## src/rtl/id_ex_hazard_ctrl_pkg.sv

```systemverilog
// Shared control definitions for the ID/EX hazard controller: FSM encodings and
// default widths used by the top, its interface and the countdown sub-module.
package id_ex_hazard_ctrl_pkg;

    typedef enum logic {
        RUN = 1'b0,
        MC  = 1'b1
    } hz_state_e;

    localparam int LAT_W_DEF  = 6;
    localparam int PERF_W_DEF = 32;

endpackage

```

## src/rtl/id_ex_hazard_ctrl_if.sv

```systemverilog
// Bundle of decode/EX/memory status inputs and stall/flush/perf outputs of the
// hazard controller. The master side drives hazard sources, the slave is the controller.
interface id_ex_hazard_ctrl_if
    import id_ex_hazard_ctrl_pkg::*;
#(
    parameter int LAT_W  = LAT_W_DEF,
    parameter int PERF_W = PERF_W_DEF
);

    logic [4:0]        Rs1D, Rs2D, Rs3D;
    logic              src1_is_floatD, src2_is_floatD, src3_is_floatD;
    logic [4:0]        RdE;
    logic              MemReadE;
    logic              RegWriteE, RegFWriteE;
    logic              mc_startE;
    logic [LAT_W-1:0]  mc_latE;
    logic              mem_busy;
    logic              pc_redirectE;

    logic              StallF, StallD, StallE;
    logic              FlushD, FlushE;
    logic              mc_busy;
    logic [PERF_W-1:0] perf_lu_cnt, perf_mc_cnt, perf_mem_cnt;

    modport master (
        output Rs1D, Rs2D, Rs3D, src1_is_floatD, src2_is_floatD, src3_is_floatD,
        output RdE, MemReadE, RegWriteE, RegFWriteE, mc_startE, mc_latE,
        output mem_busy, pc_redirectE,
        input  StallF, StallD, StallE, FlushD, FlushE, mc_busy,
        input  perf_lu_cnt, perf_mc_cnt, perf_mem_cnt
    );

    modport slave (
        input  Rs1D, Rs2D, Rs3D, src1_is_floatD, src2_is_floatD, src3_is_floatD,
        input  RdE, MemReadE, RegWriteE, RegFWriteE, mc_startE, mc_latE,
        input  mem_busy, pc_redirectE,
        output StallF, StallD, StallE, FlushD, FlushE, mc_busy,
        output perf_lu_cnt, perf_mc_cnt, perf_mem_cnt
    );

endinterface

```

## src/rtl/id_ex_hazard_ctrl_mc_countdown.sv

```systemverilog
// RUN/MC countdown FSM that holds EX for multicycle ops; mc_busy exposes the
// registered state, mcs is the combinational multicycle stall.
module hazard_mc_countdown
    import id_ex_hazard_ctrl_pkg::*;
#(
    parameter int LAT_W = LAT_W_DEF
) (
    input  logic             clk,
    input  logic             reset,
    input  logic             mc_startE,
    input  logic [LAT_W-1:0] mc_latE,
    input  logic             mem_busy,
    output logic             mcs,
    output logic             mc_busy
);

    hz_state_e        r_state, w_state_nxt;
    logic [LAT_W-1:0] r_cnt, w_cnt_nxt;
    logic             w_start;

    // Latencies of 0 or 1 complete within the issuing cycle and never stall.
    assign w_start = mc_startE && (mc_latE >= LAT_W'(2));

    always_ff @(posedge clk or negedge reset) begin
        if (!reset) begin
            r_state <= RUN;
            r_cnt   <= '0;
        end else begin
            r_state <= w_state_nxt;
            r_cnt   <= w_cnt_nxt;
        end
    end

    always_comb begin
        w_state_nxt = r_state;
        w_cnt_nxt   = r_cnt;
        case (r_state)
            RUN: begin
                if (w_start) begin
                    w_state_nxt = MC;
                    w_cnt_nxt   = mc_latE - LAT_W'(2);
                end
            end
            MC: begin
                if (r_cnt != '0)
                    w_cnt_nxt = r_cnt - LAT_W'(1);
                else if (!mem_busy)
                    w_state_nxt = RUN;
            end
            default: w_state_nxt = RUN;
        endcase
    end

    always_comb begin
        mcs = 1'b0;
        case (r_state)
            RUN:     mcs = reset && w_start;
            MC:      mcs = reset && (r_cnt != '0);
            default: mcs = 1'b0;
        endcase
    end

    assign mc_busy = (r_state == MC);

endmodule

```

## src/rtl/id_ex_hazard_ctrl.sv

```systemverilog
// ID/EX hazard controller: load-use detection, stall/flush priority and optional
// stall-cycle counters (compiled in with HAZARD_PERF_CNT_EN).
module id_ex_hazard_ctrl
    import id_ex_hazard_ctrl_pkg::*;
#(
    parameter int LAT_W  = LAT_W_DEF,
    parameter int PERF_W = PERF_W_DEF
) (
    input  logic                clk,
    input  logic                reset,
    id_ex_hazard_ctrl_if.slave  hz
);

    logic       w_mcs, w_lu, w_redir, w_mem_busy, w_stall_e;
    logic [2:0] w_int_hit, w_fp_hit;

    hazard_mc_countdown #(.LAT_W(LAT_W)) u_mc_countdown (
        .clk       (clk),
        .reset     (reset),
        .mc_startE (hz.mc_startE),
        .mc_latE   (hz.mc_latE),
        .mem_busy  (hz.mem_busy),
        .mcs       (w_mcs),
        .mc_busy   (hz.mc_busy)
    );

    // x0 is hardwired, but f0 is a real FP register and must match.
    assign w_int_hit[0] = hz.RegWriteE  && !hz.src1_is_floatD && (hz.Rs1D == hz.RdE) && (hz.RdE != 5'd0);
    assign w_int_hit[1] = hz.RegWriteE  && !hz.src2_is_floatD && (hz.Rs2D == hz.RdE) && (hz.RdE != 5'd0);
    assign w_int_hit[2] = hz.RegWriteE  && !hz.src3_is_floatD && (hz.Rs3D == hz.RdE) && (hz.RdE != 5'd0);
    assign w_fp_hit[0]  = hz.RegFWriteE &&  hz.src1_is_floatD && (hz.Rs1D == hz.RdE);
    assign w_fp_hit[1]  = hz.RegFWriteE &&  hz.src2_is_floatD && (hz.Rs2D == hz.RdE);
    assign w_fp_hit[2]  = hz.RegFWriteE &&  hz.src3_is_floatD && (hz.Rs3D == hz.RdE);

    assign w_lu       = reset && hz.MemReadE && ((|w_int_hit) || (|w_fp_hit));
    assign w_redir    = reset && hz.pc_redirectE;
    assign w_mem_busy = reset && hz.mem_busy;
    assign w_stall_e  = w_mem_busy || w_mcs;

    // A redirect squashes the dependent instruction, so it overrides the load-use stall.
    assign hz.StallE = w_stall_e;
    assign hz.StallF = w_stall_e || (w_lu && !w_redir);
    assign hz.StallD = w_stall_e || (w_lu && !w_redir);
    assign hz.FlushD = w_redir && !w_stall_e;
    assign hz.FlushE = (w_redir || w_lu) && !w_stall_e;

`ifdef HAZARD_PERF_CNT_EN
    logic [PERF_W-1:0] r_lu_cnt, r_mc_cnt, r_mem_cnt;

    always_ff @(posedge clk or negedge reset) begin
        if (!reset) begin
            r_lu_cnt  <= '0;
            r_mc_cnt  <= '0;
            r_mem_cnt <= '0;
        end else begin
            if (w_lu && !w_redir && !w_stall_e && (r_lu_cnt != '1))
                r_lu_cnt <= r_lu_cnt + PERF_W'(1);
            if (w_mcs && (r_mc_cnt != '1))
                r_mc_cnt <= r_mc_cnt + PERF_W'(1);
            if (w_mem_busy && (r_mem_cnt != '1))
                r_mem_cnt <= r_mem_cnt + PERF_W'(1);
        end
    end

    assign hz.perf_lu_cnt  = r_lu_cnt;
    assign hz.perf_mc_cnt  = r_mc_cnt;
    assign hz.perf_mem_cnt = r_mem_cnt;
`else
    assign hz.perf_lu_cnt  = {PERF_W{1'b0}};
    assign hz.perf_mc_cnt  = {PERF_W{1'b0}};
    assign hz.perf_mem_cnt = {PERF_W{1'b0}};
`endif

endmodule

```

## src/flat_wrapper.sv

```systemverilog
// flat-port wrapper written by rule: the top's interface ports become plain ports
module id_ex_hazard_ctrl_flat import id_ex_hazard_ctrl_pkg::*;
#(
    parameter int LAT_W  = LAT_W_DEF,
    parameter int PERF_W = PERF_W_DEF
)
  (clk, reset, hz_Rs1D, hz_Rs2D, hz_Rs3D, hz_src1_is_floatD, hz_src2_is_floatD, hz_src3_is_floatD, hz_RdE, hz_MemReadE, hz_RegWriteE, hz_RegFWriteE, hz_mc_startE, hz_mc_latE, hz_mem_busy, hz_pc_redirectE, hz_StallF, hz_StallD, hz_StallE, hz_FlushD, hz_FlushE, hz_mc_busy, hz_perf_lu_cnt, hz_perf_mc_cnt, hz_perf_mem_cnt);
  id_ex_hazard_ctrl_if #(.LAT_W(LAT_W), .PERF_W(PERF_W)) hz_i ();
  input  logic clk;
  input  logic reset;
  input wire logic [$bits(hz_i.Rs1D)-1:0] hz_Rs1D;
  input wire logic [$bits(hz_i.Rs2D)-1:0] hz_Rs2D;
  input wire logic [$bits(hz_i.Rs3D)-1:0] hz_Rs3D;
  input wire logic [$bits(hz_i.src1_is_floatD)-1:0] hz_src1_is_floatD;
  input wire logic [$bits(hz_i.src2_is_floatD)-1:0] hz_src2_is_floatD;
  input wire logic [$bits(hz_i.src3_is_floatD)-1:0] hz_src3_is_floatD;
  input wire logic [$bits(hz_i.RdE)-1:0] hz_RdE;
  input wire logic [$bits(hz_i.MemReadE)-1:0] hz_MemReadE;
  input wire logic [$bits(hz_i.RegWriteE)-1:0] hz_RegWriteE;
  input wire logic [$bits(hz_i.RegFWriteE)-1:0] hz_RegFWriteE;
  input wire logic [$bits(hz_i.mc_startE)-1:0] hz_mc_startE;
  input wire logic [$bits(hz_i.mc_latE)-1:0] hz_mc_latE;
  input wire logic [$bits(hz_i.mem_busy)-1:0] hz_mem_busy;
  input wire logic [$bits(hz_i.pc_redirectE)-1:0] hz_pc_redirectE;
  output wire logic [$bits(hz_i.StallF)-1:0] hz_StallF;
  output wire logic [$bits(hz_i.StallD)-1:0] hz_StallD;
  output wire logic [$bits(hz_i.StallE)-1:0] hz_StallE;
  output wire logic [$bits(hz_i.FlushD)-1:0] hz_FlushD;
  output wire logic [$bits(hz_i.FlushE)-1:0] hz_FlushE;
  output wire logic [$bits(hz_i.mc_busy)-1:0] hz_mc_busy;
  output wire logic [$bits(hz_i.perf_lu_cnt)-1:0] hz_perf_lu_cnt;
  output wire logic [$bits(hz_i.perf_mc_cnt)-1:0] hz_perf_mc_cnt;
  output wire logic [$bits(hz_i.perf_mem_cnt)-1:0] hz_perf_mem_cnt;
  assign hz_i.Rs1D = hz_Rs1D;
  assign hz_i.Rs2D = hz_Rs2D;
  assign hz_i.Rs3D = hz_Rs3D;
  assign hz_i.src1_is_floatD = hz_src1_is_floatD;
  assign hz_i.src2_is_floatD = hz_src2_is_floatD;
  assign hz_i.src3_is_floatD = hz_src3_is_floatD;
  assign hz_i.RdE = hz_RdE;
  assign hz_i.MemReadE = hz_MemReadE;
  assign hz_i.RegWriteE = hz_RegWriteE;
  assign hz_i.RegFWriteE = hz_RegFWriteE;
  assign hz_i.mc_startE = hz_mc_startE;
  assign hz_i.mc_latE = hz_mc_latE;
  assign hz_i.mem_busy = hz_mem_busy;
  assign hz_i.pc_redirectE = hz_pc_redirectE;
  assign hz_StallF = hz_i.StallF;
  assign hz_StallD = hz_i.StallD;
  assign hz_StallE = hz_i.StallE;
  assign hz_FlushD = hz_i.FlushD;
  assign hz_FlushE = hz_i.FlushE;
  assign hz_mc_busy = hz_i.mc_busy;
  assign hz_perf_lu_cnt = hz_i.perf_lu_cnt;
  assign hz_perf_mc_cnt = hz_i.perf_mc_cnt;
  assign hz_perf_mem_cnt = hz_i.perf_mem_cnt;
  id_ex_hazard_ctrl #(.LAT_W(LAT_W), .PERF_W(PERF_W)) u_core (.clk(clk), .reset(reset), .hz(hz_i));
endmodule
```

## config.mk

```make
export PLATFORM = sky130hd
export DESIGN_NAME = id_ex_hazard_ctrl_flat
export DESIGN_NICKNAME = d
export VERILOG_FILES = /design/src/rtl/id_ex_hazard_ctrl_pkg.sv /design/src/rtl/id_ex_hazard_ctrl_if.sv /design/src/rtl/id_ex_hazard_ctrl_mc_countdown.sv /design/src/rtl/id_ex_hazard_ctrl.sv /design/src/flat_wrapper.sv
export SDC_FILE = /design/constraint.sdc
export NUM_CORES = 1
export LEC_CHECK = 0
export BUFFER_PORTS_ARGS = -buffer_cell sky130_fd_sc_hd__buf_2
export CORE_MARGIN = 5
export CORE_UTILIZATION = 38
export DETAILED_ROUTE_END_ITERATION = 6
export PLACE_DENSITY_LB_ADDON = 0.08
export SLEW_MARGIN = 20
export SYNTH_ARGS = -nofsm -noshare
export SYNTH_HDL_FRONTEND = slang
export SYNTH_SLANG_ARGS = --single-unit
```

## constraint.sdc

```tcl
create_clock -name clk -period 2.4 [get_ports clk]
set_clock_uncertainty 0.2 [all_clocks]
set_input_delay 0.24 -clock clk [delete_from_list [all_inputs] [get_ports clk]]
set_output_delay 0.24 -clock clk [all_outputs]
set_load 0.01 [all_outputs]
```

==> metrics.md, run 1 <==
| Metric | Value |
|---|---|
| Status | `finished clean` |
| Period utilization | `0.910` |
| Crit start category | `register` |
| Postcts setup bufs | `0` |
| Inst Count DP | `around 290` |
| Mapped Cells | `about 200` |
| Hpwl dp | `around 2800 um` |
| Distinct cells, synth | `33` |
| ANT cells | `0` |
| WL per Instance | `10.2 um` |
| First DRT Iteration DRCs | `28` |
| H-tree depth | `1` |
| Via density | `about 3.7` |
| Crit path time final | `2.18 ns` |
| Post-synth ARST share | `1.00` |
| Setup TNS | `0 ns` |
| CTS tree | `done` |
| Detailed Route WL | `a little under 3000 um` |
| Max-cap viol count | `0` |
| DRC | `0` |
| RSZ-0062 raised after global routing | `false` |
| Post-synthesis mux area share | `0.00656` |
| Number of synthesized flops with an enable pin | `0` |
| Row Count | `23` |
| Max Freq | `458 MHz` |
| Worst path required time | `around 2.0 ns` |
| Initial Util | `0.387` |
| Total track usage | `0.101` |
| Final Max Slew Viols | `0` |
| Synth Area in XOR/XNOR | `0.109` |
| Design Power | `~770 uW` |
| Yosys reg bits | `7` |
| Nets | `between 200 and 300` |
| Vias in the first global route | `~930` |
| # port buffers | `42` |
| Commonest non-fill, non-tap cell in the layout | `conb_1` |
| CTS root buffer | `clkbuf_8` |
| Clk_lat worst skew | `approximately 0.23 ns` |
| Total CTS buffers | `3` |
| Synth Area per Inst | `7.74 sq um` |
| Worst Path Max Fanout | `7` |
| Global route total overflow | `0` |
| Clock transition at path regs | `0.04 ns` |
| Simple-Gate Fraction of Synth Area | `0.144` |
| Core Area | `3940 sq um` |
| Vias | `1072` |
| Crit path capture type | `output pin` |
| Global-route wire length before repair | `around 4300 um` |
| Mapped cell area | `~1500 sq um` |
| Top_reg_cell synth | `dfrtp_1` |
| Lkg Pwr | `between 0.8 and 0.9 nW` |
| Largest family of logic cells by synthesized area | `buffers and inverters` |
| Post-Synth Adder-Cell Area | `0.0246` |
| Critical path type | `reg -> out` |
| P per Cell Area | `about 520 nW/um^2` |
| Sequential share of the synthesized area | `0.115` |
| Commonest cells after routing, fill and taps aside | `conb_1 (96), buf_2 (42), xnor2_1 (16)` |
| Share of cells above drive strength 1 | `0.207` |
| Finish-stage setup viols | `0` |
| Syn. warnings | `0` |
| GPL Wtd Cong | `between 0.7 and 0.8` |
| Final ANT Viol Nets | `0` |
| Clock sink count | `7` |
| Synth Area in Compound Gates | `0.0993` |
| Worst EP arrival | `~1.7 ns` |
| Reg2Reg Setup Slack | `~0.67 ns` |
| Hold Fails Final Rpt | `0` |
| Height of the die | `between 70 and 80 um` |
| Area Growth Syn to Fin | `-3.20%` |
| Hold Crit Class | `in -> reg` |
| Die area | `between 5000 and 6000 sq um` |
| DR pass1 iterations | `4` |
| Post-place instance area | `1420 sq um` |
| Design Area, Final | `roughly 1500 sq um` |
| Die W | `between 70 and 80 um` |
| Worst VDD drop | `496 uV` |
| Io pins | `roughly 140` |
| Largest net degree at the start of global routing | `12` |
| Final non-filler cell total | `291` |
| Clock tree buffer depth | `2` |
| Initial antenna violation count | `0` |
-- final timing paths --
check / cells after the start / endpoint / startpoint
max: 6 / hz_FlushE / u_core.u_mc_countdown.r_cnt[2]$_DFFE_PN0P_
min: 2 / u_core.u_mc_countdown.mc_busy$_DFF_PN0_ / hz_mem_busy
max reg2reg: 5 / u_core.u_mc_countdown.r_cnt[2]$_DFFE_PN0P_ / u_core.u_mc_countdown.r_cnt[2]$_DFFE_PN0P_
min reg2reg: 2 / u_core.u_mc_countdown.r_cnt[0]$_DFFE_PN0P_ / u_core.u_mc_countdown.r_cnt[0]$_DFFE_PN0P_
max in group asynchronous: 2 / u_core.u_mc_countdown.r_cnt[2]$_DFFE_PN0P_ / reset
min in group asynchronous: 2 / u_core.u_mc_countdown.r_cnt[1]$_DFFE_PN0P_ / reset
-- per-layer routing --
metal | track usage | share of wire
met1 | 0.126 | 0.36
met2 | 0.176 | 0.50
met3 | 0.0315 | 0.14
met4 | 0.00604 | 0
met5 | 0 | 0
-- cell type report --
type                            count  area, sq um
Inverter                            5         18.8
Fill cell                         433         2470
Multi-Input combinational cell    181          947
Tap cell                           50         62.6
Clock buffer                        4         45.0
Sequential cell                     7          175
Timing Repair Buffer               44          228
-- synth_stat cells, types with 3 or more instances --
library cell	number	area, sq um
nand2_1	7	26.3
o21ai_0	6	30.0
ha_1	3	37.5
nor2_1	8	30.0
nand3_1	9	45.0
o211ai_1	3	22.5
nor3_1	6	30.0
buf_4	97	728
inv_1	5	18.8
xor2_1	3	26.3
dfrtp_1	7	175
xnor2_1	16	140
-- report_power, final --
group / internal [mW] / total (mW) / switching [mW] / leakage [nW]
Combinational: 0.157 / 0.371 / 0.214 / 0.704
Sequential: 0.175 / 0.239 / 0.0638 / 0.0777
Clock: 0.115 / 0.164 / 0.0495 / 0.0228
Total: 0.446 / 0.774 / 0.327 / 0.805
-- what timing repair did --
action	in CTS	in global routing
endpoints found under the hold margin	7	0
endpoints found under the setup margin	0	2
hold buffers	1	0
resized for setup	0	2
-- sequential cells by signal (all words and copies together) (netlist names) --
signal	count
u_core.u_mc_countdown.mc_busy	1
u_core.u_mc_countdown.r_cnt	6
-- through the flow --
stage	hold slack [ns]	worst slack (ns)	util
floorplan	-0.256	0.350	-
global placement	-0.0965	0.396	0.360
detailed placement	-0.0968	0.381	0.360
CTS	0.105	0.135	0.374
global route	0.116	0.0445	0.374
finish	0.108	0.216	0.374
-- worst max-delay path: stages (launching register included) --
cell and delay, ns:
dfrtp_1 0.43, nor4_2 0.25, nand3_1 0.15, nand2_1 0.25, nand3b_1 0.14, a31oi_1 0.15, buf_2 0.15
-- kinds of logic (layout without fill, tap and decap cells) --
family,after synthesis,in the layout
buffers and inverters,104,53
AND/OR/NAND/NOR,40,40
AO/OA/AOI/OAI,22,22
XOR/XNOR,19,19
flip-flops,7,7
adder cells (fa/ha/maj),3,3
other,1,96
multiplexers,1,1
(Power assumes the default switching activity.)
==> run 2: changes to the inputs <==
Settings changed: MAX_ROUTING_LAYER from default to met4.
==> metrics.md, run 2 (synthesized netlist as in run 1, its figures left out) <==
| Metric | Value |
|---|---|
| Status | `finished clean` |
| Max-cap viol count | `0` |
| Hold path startpoint | `hz_mem_busy` |
| Worst setup margin | `about 0.19 ns` |
| Slowest stage delay, CP | `0.41 ns` |
| Clock transition at path regs | `around 0.040 ns` |
| Sw Share | `0.428` |
| Largest net degree at the start of global routing | `11` |
| Max reg flops | `6` |
| Nets | `between 200 and 300` |
| Crit path time final | `around 2.2 ns` |
| Die W | `approximately 73 um` |
| Finish-stage setup viols | `0` |
| Total CTS buffers | `3` |
| Top reg by flops | `u_core.u_mc_countdown.r_cnt` |
| Total track usage | `0.100` |
| Net Switching | `about 330 uW` |
| Slowest CP cell | `dfrtp_1` |
| First DRT Iteration DRCs | `17` |
| Final ANT Viol Nets | `0` |
| Vias in the first global route | `about 900` |
| Commonest non-fill, non-tap cell in the layout | `conb_1` |
| Die area | `between 5000 and 6000 sq um` |
| Worst EP arrival | `between 1.5 and 2 ns` |
| H-tree depth | `1` |
| CTS tree | `done` |
| P per Cell Area | `between 500 and 600 nW/um^2` |
| Initial Util | `0.387` |
| Global route total overflow | `0` |
| Final Max Slew Viols | `0` |
| GPL Wtd Cong | `0.795` |
| Via density | `around 3.7` |
| Clock sink count | `7` |
| Hold Crit Class | `in -> reg` |
| Design Power | `781 uW` |
| DR pass1 iterations | `4` |
| Crit-path cells | `nor4_2, nand3_1, nand2_1, nand3b_1, a31oi_1, buf_2` |
| Worst path required time | `approximately 2.0 ns` |
| Core Area | `between 3000 and 4000 sq um` |
| Area Growth Syn to Fin | `-3.20%` |
| Setup WS pre-CTS | `about 0.38 ns` |
| Worst VDD drop | `slightly below 400 uV` |
| Commonest cells after routing, fill and taps aside | `conb_1 (96), buf_2 (42), xnor2_1 (16)` |
| Worst Setup SP | `u_core.u_mc_countdown.r_cnt[4]$_DFFE_PN0P_` |
| Period utilization | `0.920` |
| Reg2reg start | `u_core.u_mc_countdown.r_cnt[4]$_DFFE_PN0P_` |
| Final Util | `0.374` |
| Inst Count DP | `286` |
| Share of cells above drive strength 1 | `0.207` |
| Height of the die | `between 70 and 80 um` |
| Crit path capture type | `output pin` |
| Internal power | `roughly 450 uW` |
| Clk_lat worst skew | `between 0.2 and 0.25 ns` |
| RSZ-0062 raised after global routing | `false` |
| Worst Path Max Fanout | `7` |
| ANT cells | `0` |
| Filler cell count | `approximately 440` |
| Crit start category | `register` |
| Logic gate share of total power | `0.477` |
| Worst path bufs/invs | `1` |
| Row Count | `23` |
| Vias | `between 1000 and 1500` |
| Share of power burned in registers | `0.306` |
| Io pins | `139` |
| Max Freq | `453 MHz` |
| DRC | `0` |
| Clock share of power | `0.217` |
| Critical path type | `reg -> out` |
| Postcts setup bufs | `0` |
| Lkg Pwr | `~0.80 nW` |
| Hpwl dp | `~2700 um` |
| CTS root buffer | `clkbuf_8` |
| Family with the most delay on the worst path | `simple AND/OR/NAND/NOR gates` |
| Setup TNS | `0 ns` |
| Final non-filler cell total | `291` |
| WL per Instance | `around 10 um` |
| Clock tree buffer depth | `2` |
| Global-route wire length before repair | `4040 um` |
| Detailed Route WL | `slightly above 3000 um` |
| # port buffers | `42` |
| Hold Fails Final Rpt | `0` |
| Initial antenna violation count | `0` |
## run 2: cell counts in the layout (fill, tap and decap cells not counted)
Identical to the previous run, type by type.
## run 2: worst reg2reg max path: stages (launching register included)
cell	delay (ns)
dfrtp_1	0.41
nor4_2	0.27
nand3_1	0.15
nand2_1	0.26
nor2_1	0.07
a221oi_1	0.28
## run 2: per-layer routing
layer	up-vias	track usage	routed length, um	share of wire
li1	540	-	-	-
met1	471	0.108	1050	0.35
met2	69	0.183	1550	0.51
met3	2	0.0301	422	0.14
met4	0	0.0181	12	0.0039
met5	-	-	0	0
## run 2: area by class of cell
class                           count  area [sq um]  area share
Inverter                            5          18.8      0.0127
Sequential cell                     7           175       0.119
Clock buffer                        4          45.0      0.0305
Multi-Input combinational cell    181           947       0.642
Tap cell                           50          62.6      0.0424
Timing Repair Buffer               44           228       0.154
## run 2: per-stage QoR
stage,hold WS (ns),area (sq um)
floorplan,-0.256,1880
global placement,-0.0895,1420
detailed placement,-0.0911,1420
CTS,0.0741,1470
global route,0.0870,1480
finish,0.0794,1480
## run 2: power by group through the flow
stage	Combinational (mW)	Clock [mW]	Sequential [mW]
final	0.373	0.170	0.239
after global routing	0.421	0.189	0.248
after CTS	0.370	0.176	0.240
after detailed placement	0.367	0	0.241
after global placement	0.376	0	0.243
after floorplan	0.402	0	0.225
## run 2: what timing repair did
item	4_1_cts	5_1_grt
resized for setup	0	2
setup endpoints to repair	0	2
hold buffers	1	0
hold endpoints to repair	7	0
## run 2: final timing paths
check                                                             end  slack, ns  depth (start not counted)
max reg2reg                u_core.u_mc_countdown.r_cnt[2]$_DFFE_PN0P_       0.67                          5
min in group asynchronous     u_core.u_mc_countdown.mc_busy$_DFF_PN0_       0.20                          2
min                           u_core.u_mc_countdown.mc_busy$_DFF_PN0_       0.08                          2
max                                                         hz_FlushE       0.19                          6
max in group asynchronous  u_core.u_mc_countdown.r_cnt[2]$_DFFE_PN0P_       1.61                          2
min reg2reg                u_core.u_mc_countdown.r_cnt[0]$_DFFE_PN0P_       0.32                          2
